===== config.mk =====
export PLATFORM = sky130hd
export DESIGN_NAME = mips_multicycle_ctrl_flat
export DESIGN_NICKNAME = d
export VERILOG_FILES = /design/src/rtl/mips_multicycle_ctrl_if.sv /design/src/rtl/mips_multicycle_ctrl.sv /design/src/flat_wrapper.sv
export SDC_FILE = /design/constraint.sdc
export NUM_CORES = 1
export LEC_CHECK = 0
export ABC_AREA = 1
export CELL_PAD_IN_SITES_DETAIL_PLACEMENT = 0
export CELL_PAD_IN_SITES_GLOBAL_PLACEMENT = 2
export CORE_AREA = 2 2 107 109
export DETAILED_ROUTE_END_ITERATION = 16
export DIE_AREA = 0 0 109 111
export GPL_ROUTABILITY_DRIVEN = 0
export MAX_ROUTING_LAYER = met4
export PLACE_DENSITY = 0.77
export SLEW_MARGIN = 15
export SYNTH_ARGS = -nofsm -noshare
export SYNTH_HDL_FRONTEND = slang
export SYNTH_SLANG_ARGS = --single-unit

===== constraint.sdc =====
create_clock -name clock -period 1.7 [get_ports clock]
set_input_delay 0.51 -clock clock [delete_from_list [all_inputs] [get_ports clock]]
set_output_delay 0.51 -clock clock [all_outputs]
set_load 0.02 [all_outputs]

===== src/rtl/mips_multicycle_ctrl_if.sv =====
// Datapath control bus for the multi-cycle MIPS controller.
// Carries the instruction opcode and memory handshake into the controller,
// and every datapath strobe/select from the controller to the datapath.
//   master : controller side (drives strobes, receives opcode/mem_ready)
//   slave  : datapath side (drives opcode/mem_ready, receives strobes)
interface mips_multicycle_ctrl_if #(
  parameter int OPC_W = 6
);
  logic [OPC_W-1:0] opcode;
  logic             mem_ready;
  logic             pc_write;
  logic             pc_write_cond;
  logic             iord;
  logic             mem_read;
  logic             mem_write;
  logic             ir_write;
  logic             mem_to_reg;
  logic             reg_dst;
  logic             reg_write;
  logic             alu_src_a;
  logic [1:0]       alu_src_b;
  logic [1:0]       alu_op;
  logic [1:0]       pc_source;

  modport master (
    input  opcode, mem_ready,
    output pc_write, pc_write_cond, iord, mem_read, mem_write, ir_write,
           mem_to_reg, reg_dst, reg_write, alu_src_a, alu_src_b, alu_op,
           pc_source
  );

  modport slave (
    output opcode, mem_ready,
    input  pc_write, pc_write_cond, iord, mem_read, mem_write, ir_write,
           mem_to_reg, reg_dst, reg_write, alu_src_a, alu_src_b, alu_op,
           pc_source
  );
endinterface


===== src/rtl/mips_multicycle_ctrl.sv =====
// Control FSM for a multi-cycle MIPS datapath (R-type, lw, sw, beq, j, addi).
// Ports:
//   clock    : rising-edge clock
//   reset_n  : asynchronous active-low reset (returns to FETCH)
//   bus      : control bus (master) - opcode/mem_ready in, datapath strobes out
//   state    : current state encoding (debug)
//   halted   : high while parked in HALT after an illegal opcode
//   retired  : instructions completed since reset (wraps)
module mips_multicycle_ctrl #(
  parameter int RETIRE_W = 32,
  parameter int OPC_W    = 6
) (
  input  logic                 clock,
  input  logic                 reset_n,
  mips_multicycle_ctrl_if.master bus,
  output logic [3:0]           state,
  output logic                 halted,
  output logic [RETIRE_W-1:0]  retired
);

  typedef enum logic [3:0] {
    S_FETCH    = 4'd0,
    S_DECODE   = 4'd1,
    S_MEM_ADDR = 4'd2,
    S_MEM_RD   = 4'd3,
    S_MEM_WB   = 4'd4,
    S_MEM_WR   = 4'd5,
    S_EXEC     = 4'd6,
    S_R_WB     = 4'd7,
    S_BRANCH   = 4'd8,
    S_JUMP     = 4'd9,
    S_ADDI_EX  = 4'd10,
    S_ADDI_WB  = 4'd11,
    S_HALT     = 4'd12
  } state_t;

  // Registered strobe set. fetch/jump are kept separately so ir_write and
  // pc_write can be qualified by mem_ready after the register.
  typedef struct packed {
    logic       iord;
    logic       mem_read;
    logic       mem_write;
    logic       mem_to_reg;
    logic       reg_dst;
    logic       reg_write;
    logic       alu_src_a;
    logic [1:0] alu_src_b;
    logic [1:0] alu_op;
    logic [1:0] pc_source;
    logic       pc_write_cond;
    logic       fetch;
    logic       jump;
    logic       halted;
  } strobe_t;

  localparam logic [OPC_W-1:0] OP_RTYPE = OPC_W'(6'b000000);
  localparam logic [OPC_W-1:0] OP_LW    = OPC_W'(6'b100011);
  localparam logic [OPC_W-1:0] OP_SW    = OPC_W'(6'b101011);
  localparam logic [OPC_W-1:0] OP_BEQ   = OPC_W'(6'b000100);
  localparam logic [OPC_W-1:0] OP_J     = OPC_W'(6'b000010);
  localparam logic [OPC_W-1:0] OP_ADDI  = OPC_W'(6'b001000);

  // Strobes that are active while the FSM sits in state s.
  function automatic strobe_t decode_strobes(state_t s);
    strobe_t o;
    o = '0;
    case (s)
      S_FETCH: begin
        o.mem_read  = 1'b1;
        o.alu_src_b = 2'b01;
        o.fetch     = 1'b1;
      end
      S_DECODE:   o.alu_src_b = 2'b11;
      S_MEM_ADDR: begin
        o.alu_src_a = 1'b1;
        o.alu_src_b = 2'b10;
      end
      S_MEM_RD: begin
        o.mem_read = 1'b1;
        o.iord     = 1'b1;
      end
      S_MEM_WB: begin
        o.reg_write  = 1'b1;
        o.mem_to_reg = 1'b1;
      end
      S_MEM_WR: begin
        o.mem_write = 1'b1;
        o.iord      = 1'b1;
      end
      S_EXEC: begin
        o.alu_src_a = 1'b1;
        o.alu_op    = 2'b10;
      end
      S_R_WB: begin
        o.reg_write = 1'b1;
        o.reg_dst   = 1'b1;
      end
      S_BRANCH: begin
        o.alu_src_a     = 1'b1;
        o.alu_op        = 2'b01;
        o.pc_write_cond = 1'b1;
        o.pc_source     = 2'b01;
      end
      S_JUMP: begin
        o.jump      = 1'b1;
        o.pc_source = 2'b10;
      end
      S_ADDI_EX: begin
        o.alu_src_a = 1'b1;
        o.alu_src_b = 2'b10;
      end
      S_ADDI_WB:  o.reg_write = 1'b1;
      S_HALT:     o.halted    = 1'b1;
      default:    o = '0;
    endcase
    return o;
  endfunction

  state_t  cur;
  state_t  nxt;
  strobe_t str;
  logic    retire;

  always_comb begin
    nxt    = S_HALT;
    retire = 1'b0;
    case (cur)
      S_FETCH:    nxt = bus.mem_ready ? S_DECODE : S_FETCH;
      S_DECODE: begin
        if (bus.opcode == OP_LW || bus.opcode == OP_SW) nxt = S_MEM_ADDR;
        else if (bus.opcode == OP_RTYPE)                nxt = S_EXEC;
        else if (bus.opcode == OP_BEQ)                  nxt = S_BRANCH;
        else if (bus.opcode == OP_J)                    nxt = S_JUMP;
        else if (bus.opcode == OP_ADDI)                 nxt = S_ADDI_EX;
        else                                            nxt = S_HALT;
      end
      S_MEM_ADDR: nxt = (bus.opcode == OP_SW) ? S_MEM_WR : S_MEM_RD;
      S_MEM_RD:   nxt = bus.mem_ready ? S_MEM_WB : S_MEM_RD;
      S_MEM_WB: begin
        nxt    = S_FETCH;
        retire = 1'b1;
      end
      // The store completes on the handshake cycle, so it retires there.
      S_MEM_WR: begin
        nxt    = bus.mem_ready ? S_FETCH : S_MEM_WR;
        retire = bus.mem_ready;
      end
      S_EXEC:     nxt = S_R_WB;
      S_R_WB, S_BRANCH, S_JUMP, S_ADDI_WB: begin
        nxt    = S_FETCH;
        retire = 1'b1;
      end
      S_ADDI_EX:  nxt = S_ADDI_WB;
      S_HALT:     nxt = S_HALT;
      default:    nxt = S_HALT;
    endcase
  end

  // Strobes are registered from the next state so they are glitch-free and
  // coincide with the state they belong to; reset loads FETCH's set directly.
  always_ff @(posedge clock or negedge reset_n) begin
    if (!reset_n) begin
      cur     <= S_FETCH;
      str     <= decode_strobes(S_FETCH);
      retired <= '0;
    end else begin
      cur <= nxt;
      str <= decode_strobes(nxt);
      if (retire) retired <= retired + RETIRE_W'(1);
    end
  end

  assign state             = cur;
  assign halted            = str.halted;
  assign bus.iord          = str.iord;
  assign bus.mem_read      = str.mem_read;
  assign bus.mem_write     = str.mem_write;
  assign bus.mem_to_reg    = str.mem_to_reg;
  assign bus.reg_dst       = str.reg_dst;
  assign bus.reg_write     = str.reg_write;
  assign bus.alu_src_a     = str.alu_src_a;
  assign bus.alu_src_b     = str.alu_src_b;
  assign bus.alu_op        = str.alu_op;
  assign bus.pc_source     = str.pc_source;
  assign bus.pc_write_cond = str.pc_write_cond;
  // Only the fetch handshake gates strobes combinationally.
  assign bus.ir_write      = str.fetch & bus.mem_ready;
  assign bus.pc_write      = str.jump | (str.fetch & bus.mem_ready);

endmodule


===== src/flat_wrapper.sv =====
// flat-port wrapper written by rule: the top's interface ports become plain ports
module mips_multicycle_ctrl_flat 
#(
  parameter int RETIRE_W = 32,
  parameter int OPC_W    = 6
)
  (clock, reset_n, state, halted, retired, bus_opcode, bus_mem_ready, bus_pc_write, bus_pc_write_cond, bus_iord, bus_mem_read, bus_mem_write, bus_ir_write, bus_mem_to_reg, bus_reg_dst, bus_reg_write, bus_alu_src_a, bus_alu_src_b, bus_alu_op, bus_pc_source);
  mips_multicycle_ctrl_if #(.OPC_W(OPC_W)) bus_i ();
  input  logic clock;
  input  logic reset_n;
  output logic [3:0] state;
  output logic halted;
  output logic [RETIRE_W-1:0] retired;
  input wire logic [$bits(bus_i.opcode)-1:0] bus_opcode;
  input wire logic [$bits(bus_i.mem_ready)-1:0] bus_mem_ready;
  output wire logic [$bits(bus_i.pc_write)-1:0] bus_pc_write;
  output wire logic [$bits(bus_i.pc_write_cond)-1:0] bus_pc_write_cond;
  output wire logic [$bits(bus_i.iord)-1:0] bus_iord;
  output wire logic [$bits(bus_i.mem_read)-1:0] bus_mem_read;
  output wire logic [$bits(bus_i.mem_write)-1:0] bus_mem_write;
  output wire logic [$bits(bus_i.ir_write)-1:0] bus_ir_write;
  output wire logic [$bits(bus_i.mem_to_reg)-1:0] bus_mem_to_reg;
  output wire logic [$bits(bus_i.reg_dst)-1:0] bus_reg_dst;
  output wire logic [$bits(bus_i.reg_write)-1:0] bus_reg_write;
  output wire logic [$bits(bus_i.alu_src_a)-1:0] bus_alu_src_a;
  output wire logic [$bits(bus_i.alu_src_b)-1:0] bus_alu_src_b;
  output wire logic [$bits(bus_i.alu_op)-1:0] bus_alu_op;
  output wire logic [$bits(bus_i.pc_source)-1:0] bus_pc_source;
  assign bus_i.opcode = bus_opcode;
  assign bus_i.mem_ready = bus_mem_ready;
  assign bus_pc_write = bus_i.pc_write;
  assign bus_pc_write_cond = bus_i.pc_write_cond;
  assign bus_iord = bus_i.iord;
  assign bus_mem_read = bus_i.mem_read;
  assign bus_mem_write = bus_i.mem_write;
  assign bus_ir_write = bus_i.ir_write;
  assign bus_mem_to_reg = bus_i.mem_to_reg;
  assign bus_reg_dst = bus_i.reg_dst;
  assign bus_reg_write = bus_i.reg_write;
  assign bus_alu_src_a = bus_i.alu_src_a;
  assign bus_alu_src_b = bus_i.alu_src_b;
  assign bus_alu_op = bus_i.alu_op;
  assign bus_pc_source = bus_i.pc_source;
  mips_multicycle_ctrl #(.RETIRE_W(RETIRE_W), .OPC_W(OPC_W)) u_core (.clock(clock), .reset_n(reset_n), .bus(bus_i), .state(state), .halted(halted), .retired(retired));
endmodule

==> impl_results.rst <==
.. list-table::
   :header-rows: 1

   * - Metric
     - Value
   * - Required time of the critical path
     - 1.19 ns
   * - Number of instances in the synthesized netlist
     - 414
   * - Lkg Pwr
     - around 2.2 nW
   * - Slowest stage delay, CP
     - 0.22 ns
   * - Largest area contributor in the netlist
     - dfrtp_1
   * - Number of flip-flops in the largest register
     - 32
   * - Area delta synth->final
     - 43.3%
   * - Antenna fix cells
     - 0
   * - Via count of the first global-routing pass
     - between 2,000 and 3,000
   * - Post-Route Setup TNS
     - 0 ns
   * - Share of final-layout standard cells stronger than drive strength 1
     - between 20% and 30%
   * - DRC violations left
     - 0
   * - Routed vias/inst
     - 4.41
   * - Post-layout minimum cycle time
     - between 1.5 and 2 ns
   * - Hold_ws
     - 0.202 ns
   * - Critical Path AT
     - ~1.2 ns
   * - Kind of start point of the critical path
     - input pin
   * - Die extent in x
     - 109 µm
   * - Full die area
     - 12,100 µm²
   * - Wire length reported by the detailed router
     - approximately 8500 µm
   * - Largest reg by FF count
     - u_core.retired
   * - Number of buffers inserted by port buffering
     - 61
   * - Cell with the largest stage delay on the worst path
     - or2_4
   * - Type of element capturing the critical path
     - output pin
   * - Initial antenna violation count
     - 0
   * - Unrepaired setup endpoints after global routing
     - false
   * - Worst slew margin relative to its limit
     - 79.9%
   * - Most frequent cells after synthesis
     - nand2_1, nor2_1, dfrtp_1
   * - Total number of cells along the worst setup path
     - 5
   * - Post-route clock skew
     - 0.0110 ns
   * - CTS clock-pin slew for the worst setup and hold paths
     - roughly 0.08 ns
   * - Floorplan core area
     - 11,100 µm²
   * - Worst min path class
     - input pin to asynchronous set/reset pin
   * - Dominant register cell in the synthesized netlist
     - dfrtp_1
   * - Area fraction of the dominant cell type after synthesis
     - 40.2%
   * - Effective utilization at floorplan
     - between 20% and 30%
   * - Clock tree from TritonCTS
     - done
   * - Global-route wire length before repair
     - 13,900 µm
   * - Type of the worst setup path
     - input pin to output pin
   * - Number of antenna-violating nets in the routed design
     - 0
   * - Clock network latency to the later pin of the worst-skew pair
     - 0.30 ns
   * - Number of levels the H-tree was split into
     - 2
   * - Number of buffers added by the clock tree synthesis step
     - 5
   * - Transition time at the pin with the least slew margin
     - 0.301 ns
   * - Placement Rows
     - 39
   * - Achievable clock frequency
     - 599 MHz
   * - Number of buffer and inverter stages on the critical path
     - 3
   * - Max-slew violation count
     - 0
   * - Worst IR Drop VDD
     - 0.386 mV
   * - R2r worst-path depth
     - 11
   * - CTS Root Buffer Type
     - clkbuf_16
   * - Count of flip-flops with a built-in enable after synthesis
     - 0
   * - Wire length per cell after detailed routing
     - between 10 and 15 µm
   * - Net count reported at finish
     - 522
   * - Drt initial violations
     - about 70
   * - Final hold viol count
     - 0
   * - DRT Pass-1 Iters
     - 4
   * - Final Power
     - 2.48 mW
   * - Remaining global-route overflow
     - 0
   * - Warnings from Yosys
     - 0
   * - Largest delay contributor family on the critical path
     - buffers and inverters
   * - GRT Total Usage
     - 15.1%
   * - Detailed-route via count
     - approximately 2,900
   * - Power per Cell Area
     - 579 nW/µm²
   * - Die H
     - around 110 µm
   * - Synthesized cell area
     - 2990 µm²
   * - Most frequently used cell type in the post-synthesis netlist
     - nand2_1
   * - Avg Synthesized Cell Area
     - 7.23 µm²
   * - Status
     - finished, final reports clean
   * - Largest cells by area after synthesis
     - dfrtp_1, nand2_1, nor2_1
   * - Worst-path maximum fanout
     - 2
   * - Post-synthesis sequential element count
     - 51
   * - Share of synthesized registers carrying an async set or reset
     - 100%
   * - Max-cap check violation count
     - 0
   * - Post-synthesis cell type count
     - 31
   * - Clk sink count
     - 51
   * - Worst-path cell chain
     - clkdlybuf4s15_1 -> nand2_2 -> inv_2 -> or2_4 -> buf_6
   * - Sequential area share after synthesis
     - between 40% and 50%
   * - Post-synth net total
     - 424
   * - Max Root-Sink Buffers
     - 2
   * - Boundary pin count
     - between 60 and 70
   * - Placed wire-length estimate after detailed placement
     - approximately 6600 µm
   * - Number of failing setup endpoints in the final timing report
     - 0
   * - Largest net degree at the start of global routing
     - 52
   * - Final Cycle Share
     - 98.1%
==> worst reg2reg max path, stage by stage, from the launching register on <==
cell and delay, ns:
dfrtp_1 0.44, buf_4 0.17, inv_2 0.03, nor2_2 0.11, inv_1 0.06, nand2_1 0.07, nand2_2 0.06, nand2_4 0.12
buf_4 0.14, nand2_4 0.04, nor2_2 0.09, xor2_1 0.15
==> report_power, final <==
part           internal (mW)  switching, mW  total (mW)
clock                  0.696          0.496        1.19
combinational         0.0272         0.0489      0.0761
sequential              1.21              0        1.21
==> final timing paths <==
path,startpoint,slack [ns],to
max,bus_mem_ready,0.03,bus_pc_write
max reg2reg,u_core.state[3],0.15,u_core.retired[5]
min reg2reg,u_core.retired[4],0.52,u_core.retired[4]
min in group clock,u_core.retired[4],0.52,u_core.retired[4]
min,reset_n,0.20,u_core.str[1]
max in group asynchronous,reset_n,1.20,u_core.bus.mem_read
==> area by class of cell <==
cell class | instances | area (µm²)
clock buffer | 5 | 125
clock inverter | 3 | 43.8
fill | 1175 | 6790
tap | 143 | 179
multi-input combinational | 300 | 1560
timing repair buffer | 101 | 893
sequential | 51 | 1280
inverter | 53 | 200
==> per-stage QoR <==
| stage | util (%) | instances | worst slack (ns) | instance area [µm²] |
|---|---|---|---|---|
| final | 38.7 | 656 | 0.0316 | 4290 |
| after global routing | 38.7 | 656 | 0.00256 | 4290 |
| after CTS | 37.4 | 653 | 0.00411 | 4140 |
| after detailed placement | 36.2 | 645 | -0.681 | 4020 |
| after global placement | 36.2 | 645 | -0.685 | 4020 |
| after floorplan | - | 414 | 0.0353 | 2990 |
==> cell families after synthesis <==
kind of cell	count (synthesis)	synth area share, %
fa+ha+maj	1	0.418
compound gates	22	3.97
flops	51	42.8
buf+inv	63	9.24
simple gates	258	38.0
xor+xnor	19	5.56
==> metal layers <==
layer	global-route usage [%]	part of all wire [%]	vias up
met4	4.96	3.0	0
met2	25.5	49	65
met1	17.8	44	1335
li1	-	-	1472
met5	-	0	-
met3	2.76	3.9	23
==> layout by cell type (no fill, tap or decap), types with 9 or more instances in the layout <==
cell type	count
buf_4	37
dfrtp_1	46
dlygate4sd2_1	52
inv_1	44
nand2_1	127
nand3_1	26
nor2_1	44
nor2_2	12
nor3_1	9
o21ai_1	12
xor2_1	12
==> what timing repair did <==
item                                    4_1_cts  5_1_grt
setup buffers                                 0        3
endpoints found under the setup margin       62       24
pin swaps                                     3        5
resized for setup                            73       35
gates cloned                                  0        0
hold buffers                                  0        0
Note: power is estimated with default switching activity, not from simulation.
